===== config.mk =====
export PLATFORM = sky130hd
export DESIGN_NAME = operand_fetch
export DESIGN_NICKNAME = d
export VERILOG_FILES = /design/src/rtl/alu_pkg.sv /design/src/rtl/regfile_2r1w.sv /design/src/rtl/operand_fetch.sv
export SDC_FILE = /design/constraint.sdc
export NUM_CORES = 2
export LEC_CHECK = 0
export BUFFER_PORTS_ARGS = -buffer_cell sky130_fd_sc_hd__buf_2
export CORE_MARGIN = 1.5
export CORE_UTILIZATION = 45
export DETAILED_ROUTE_END_ITERATION = 10
export GPL_TIMING_DRIVEN = 0
export RECOVER_POWER = 25
export SLEW_MARGIN = 10
export SYNTH_ARGS = -nofsm -noshare
export SYNTH_HDL_FRONTEND = slang
export SYNTH_HIERARCHICAL = 1
export SYNTH_SLANG_ARGS = --single-unit

===== constraint.sdc =====
create_clock -name clk -period 46.8 [get_ports clk]
set_input_delay 9.36 -clock clk [delete_from_list [all_inputs] [get_ports clk]]
set_output_delay 9.36 -clock clk [all_outputs]
set_load 0.05 [all_outputs]

===== src/rtl/alu_pkg.sv =====
// Shared constants and operand types for the operand-fetch stage and the ALU bit-slice array.
package alu_pkg;

    localparam int WIDTH_DEF  = 32;
    localparam int ADDR_W_DEF = 5;

    typedef struct packed {
        logic [WIDTH_DEF-1:0] r2;
        logic [WIDTH_DEF-1:0] r3;
    } operand_pair_t;

endpackage


===== src/rtl/regfile_2r1w.sv =====
// Register file with two combinational read ports and one write port; entry 0 reads as zero.
module regfile_2r1w
    import alu_pkg::*;
#(
    parameter int WIDTH  = WIDTH_DEF,
    parameter int ADDR_W = ADDR_W_DEF
) (
    input  logic              clk,
    input  logic              rst,
    input  logic              wr_en,
    input  logic [ADDR_W-1:0] wr_addr,
    input  logic [WIDTH-1:0]  wr_data,
    input  logic [ADDR_W-1:0] rd_addr_a,
    output logic [WIDTH-1:0]  rd_data_a,
    input  logic [ADDR_W-1:0] rd_addr_b,
    output logic [WIDTH-1:0]  rd_data_b
);

    localparam int NREG = 2 ** ADDR_W;

    logic [WIDTH-1:0] mem [NREG];

    always_ff @(posedge clk or posedge rst) begin
        if (rst) begin
            for (int i = 0; i < NREG; i++) begin
                mem[i] <= '0;
            end
        end else if (wr_en && (wr_addr != '0)) begin
            mem[wr_addr] <= wr_data;
        end
    end

    // Address 0 is forced to zero on read so the array entry itself never matters.
    assign rd_data_a = (rd_addr_a == '0) ? '0 : mem[rd_addr_a];
    assign rd_data_b = (rd_addr_b == '0) ? '0 : mem[rd_addr_b];

endmodule


===== src/rtl/operand_fetch.sv =====
// Operand-fetch stage: register file read, one-entry output register with valid/ready handshake.
// Optional macro RF_BYPASS_EN forwards same-cycle write data into an accepted read.
module operand_fetch
    import alu_pkg::*;
#(
    parameter int WIDTH  = WIDTH_DEF,
    parameter int ADDR_W = ADDR_W_DEF
) (
    input  logic              clk,
    input  logic              rst,
    input  logic              wr_en,
    input  logic [ADDR_W-1:0] wr_addr,
    input  logic [WIDTH-1:0]  wr_data,
    input  logic              req_valid,
    output logic              req_ready,
    input  logic [ADDR_W-1:0] rs2_addr,
    input  logic [ADDR_W-1:0] rs3_addr,
    output logic              op_valid,
    input  logic              op_ready,
    output logic [WIDTH-1:0]  r2,
    output logic [WIDTH-1:0]  r3
);

    logic [WIDTH-1:0] rf_r2;
    logic [WIDTH-1:0] rf_r3;
    logic [WIDTH-1:0] next_r2;
    logic [WIDTH-1:0] next_r3;
    logic             accept;

    regfile_2r1w #(
        .WIDTH  (WIDTH),
        .ADDR_W (ADDR_W)
    ) u_rf (
        .clk       (clk),
        .rst       (rst),
        .wr_en     (wr_en),
        .wr_addr   (wr_addr),
        .wr_data   (wr_data),
        .rd_addr_a (rs2_addr),
        .rd_data_a (rf_r2),
        .rd_addr_b (rs3_addr),
        .rd_data_b (rf_r3)
    );

    // The output register frees up in the same cycle it is consumed.
    assign req_ready = !op_valid || op_ready;
    assign accept    = req_valid && req_ready;

`ifdef RF_BYPASS_EN
    logic wr_live;
    assign wr_live = wr_en && (wr_addr != '0);

    always_comb begin
        next_r2 = rf_r2;
        next_r3 = rf_r3;
        if (wr_live && (wr_addr == rs2_addr)) begin
            next_r2 = wr_data;
        end
        if (wr_live && (wr_addr == rs3_addr)) begin
            next_r3 = wr_data;
        end
    end
`else
    assign next_r2 = rf_r2;
    assign next_r3 = rf_r3;
`endif

    // r2/r3 only load on accept, so a stalled pair is a snapshot unaffected by later writes.
    always_ff @(posedge clk or posedge rst) begin
        if (rst) begin
            op_valid <= 1'b0;
            r2       <= '0;
            r3       <= '0;
        end else if (accept) begin
            op_valid <= 1'b1;
            r2       <= next_r2;
            r3       <= next_r3;
        end else if (op_ready) begin
            op_valid <= 1'b0;
        end
    end

endmodule


# Yosys cells after proc, flatten, opt, wreduce, memory -nomap -nowiden
# Cells that the tools add are included.
# word_totals
inputBits	52
ff_bits	1089
# classes
reduce_logical	9
bitwise_logic	3
n_mux	13
n_lt_le_gt_ge	4
# ops
cell	count
$bwmux 1024	1
$bmux 32 s5	2
$mux 32	7
$demux 32 s5	1
$ge 6x6->1 const B	3
$not 5->6	3
$logic_not 5->1	2
$lt 6x1->1 const B	1
$reduce_bool 5->1	1
$logic_and 1x1->1	3
$mux 1	2
$reduce_bool 2->1	1
$logic_not 1->1	1
$logic_or 1x1->1	1

# Depth between registers and ports, before layout
# logic_depth
ltp_word	6
ltp_mapped	10

# By module
# The synthesis kept the hierarchy.
# modules_own_cells
module	area_each_um2	n_inst	cells_each	seq_area_each_um2
regfile_2r1w	54732.5	1	3692	25624.6
operand_fetch	2675.1	1	139	1626.6

# Least setup slack after synthesis
# No wires, ideal clock.
# synth_path
path_kind	in2out
startpoint	input port op_ready
endpoint	output port req_ready
arrival_time_ps	9570
setup_slack_ps	27870
stages	1
path_buffers	0
cell_sequence	nand2b_4
# synth_between
elab_chain_len	1
# synth_lines
item	line_no	text
from (decl)	operand_fetch.sv:19	input logic op_ready,
$logic_or 1x1->1	operand_fetch.sv:46	assign req_ready = !op_valid || op_ready;
to (decl)	operand_fetch.sv:15	output logic req_ready,
# Every way passes these cells.

# Final worst setup path
# Same ends and word-level chain as after synthesis.

==> impl_metrics.ini <==
[critical_path]
crit_chain = buf_2 -> nand2b_1 -> buf_2
crit_type = input port to output port
crit_path_max_incr_delay_ns = 0.29
critPathArrivalTime_ns = 9.89
required_ns = 37.44
cp_common_cell = buf_2
crit_slowest_cell = buf_2
cp-start-kind = input port
end_kind = output port
crit_fanout = 3

[drt]
wl_per_cell_um = 40.91
viasPerCell = 6.892
wirelength_um = 238900
ant_nets = 0
firstDrtPassIters = 6
first_iter_violations = 5716
vias = 40250
post-route-drc-count = 0

[place]
gp_congestion = 0.9869
dp.final_hpwl_um = 166600
port_buffers = 111

[timing]
fmax_mhz = 51.95
finalClockSkew_ns = 0.03195
setup_violations = 0
min_period_over_period_pct = 41.13
rsz0062_at_grt = no
slew_violations = 573
worst_pin_slew_ns = 6.234
hold_viol_final = 0
fin_crit_ns = 19.25
relSlewSlack_pct = -315.6

[cells_and_area]
final_cell_mix = dfrtp_1 (1089), mux2_2 (1041), mux4_2 (397)
area_growth_pct = 12.07
layout_commonest_cell = dfrtp_1
drive_gt1_share_pct = 47.91
final_core_util_pct = 51.04
nets = 4129

[job]
cap_violations = 8

[synthesis]
ys_seq_area_share_pct = 47.47
synth-edff-count = 0
synth_seq_cells = 1089
async_reset_ff_share_pct = 100.0
yosysTopAreaCellShare_pct = 47.47
synth_ff_type = dfrtp_1
avgSynthCellArea_sq_um = 14.99
synth.distinct_cells = 51
ys.warnings.count = 6
yosysTopAreaCell = dfrtp_1
syn-num-nets = 3883
synth_area_leaders = dfrtp_1 (47%), mux2_2 (20%), mux4_2 (16%)
postSynthCellCount = 3831
syn_area_sq_um = 57410

[power]
peakVddDrop_mv = 0.02968
finalPower_mw = 2.911
power.density_nw_per_um2 = 45.24
p_leak_nw = 28.24

[clock_network]
h-tree-depth = 3
clock_latency_ns = 0.76
clockBufferDepth = 3
ctsResizeCount = 0
post_cts_buffers = 0
clock-sinks = 1089
cts_tree = built
cts_root_buffer = clkbuf_16
path_clk_slew_ns = 0.06
cts-buffers-inserted = 120
hold_buffers = 0

[global_route]
grt_pass1_wl_um = 326600
antenna_found_initial = 12
grt_usage_pct = 36.68
grt_max_degree = 117
overflow = 0
grt_pass1_vias = 38980

[floorplanning]
dieArea_sq_um = 129700
ios = 118
die_w_um = 360.2
start_util_pct = 45.54
dieHeight_um = 360.2
rows = 130
coreArea_sq_um = 126100

[hold_path]
hold_class = flip-flop to flip-flop

[status]
status = complete, but fails checks
violations = max-capacitance violations, max-slew violations
-- path summary, 6_finish.rpt --
kind / start / end / slack (ns) / cells past startpoint
setup / recovery: op_ready / req_ready / 27.55 / 3
hold / removal: u_rf/mem[1000] / u_rf/mem[1000] / 0.48 / 1
setup reg to reg: u_rf/mem[514] / r2[2] / 43.48 / 5
hold reg to reg: u_rf/mem[1000] / u_rf/mem[1000] / 0.48 / 1
max in group asynchronous: rst / u_rf/mem[677] / 29.62 / 3
min in group asynchronous: rst / r3[25] / 8.86 / 2
-- cell type report --
cell class | count | area (sq um)
Antenna cell | 13 | 32.53
Clock inverter | 40 | 421.7
Inverter | 4 | 17.52
Sequential cell | 1089 | 27250
Buffer | 433 | 2288
Clock buffer | 182 | 3590
Tap cell | 1650 | 2064
Fill cell | 10830 | 61720
Timing Repair Buffer | 124 | 757.0
Multi-Input combinational cell | 2305 | 27910
-- cell usage after synthesis (4+ instances only) --
library cell	number
dfrtp_1	1089
mux2_2	1041
mux4_2	397
mux2i_1	271
clkbuf_1	225
buf_2	85
a22oi_1	77
mux2_4	60
buf_1	49
a21oi_1	43
a22o_1	42
nor2b_1	42
nand2_1	41
buf_6	40
o22ai_1	40
a211oi_1	37
nor3_1	33
a2111oi_0	29
nor2_1	21
o221ai_1	21
buf_4	20
and2_1	19
nor4_1	16
o32ai_1	16
nand3_1	12
a311oi_1	8
buf_8	6
nand3b_1	6
buf_12	5
a31oi_1	4
nor3b_1	4
-- power by group --
| group | leakage [nW] | total [mW] | switching (mW) | internal [mW] |
|---|---|---|---|---|
| clock network | 2.00 | 0.980 | 0.411 | 0.569 |
| registers | 13.9 | 1.27 | 0.144 | 1.12 |
| logic | 12.3 | 0.662 | 0.328 | 0.334 |
| total | 28.2 | 2.91 | 0.883 | 2.03 |
-- sequential cells by signal, summed over array words and instances (netlist names) --
| signal | count |
|---|---|
| r2 | 32 |
| op_valid | 1 |
| u_rf/mem | 1024 |
| r3 | 32 |
-- critical path, delay by kind of cell --
family                 cells  cell delay [ns]
buffers and inverters      2             0.36
AND/OR/NAND/NOR            1             0.17
-- metal layers --
metal / wire [um] / track usage (%)
met1: 93780 / 48.76
met2: 102400 / 52.79
met3: 26980 / 11.93
met4: 15700 / 20.70
met5: 40 / 0.1850
-- metrics by stage --
stage / setup TNS, ns / hold WS, ns / area [sq um] / setup WS [ns] / cells
floorplan: 0 / 0.4413 / 57410 / 8.624 / 3831
global placement: -3659.23 / 0.4609 / 60030 / -3.736 / 5592
detailed placement: 0 / 0.4686 / 60390 / 27.61 / 5604
CTS: 0 / 0.4816 / 64400 / 27.62 / 5826
global route: 0 / 0.4981 / 64310 / 27.51 / 5828
finish: 0 / 0.4842 / 64340 / 27.55 / 5840
-- kinds of logic after synthesis --
family,count (synthesis),share of synthesized area (%)
AOI/OAI and AO/OA,326,4.257
buffers and inverters,437,3.971
DFF,1089,47.47
muxes,1769,42.29
and+or+nand+nor,210,2.014
Power figures use the tool's default switching activity.
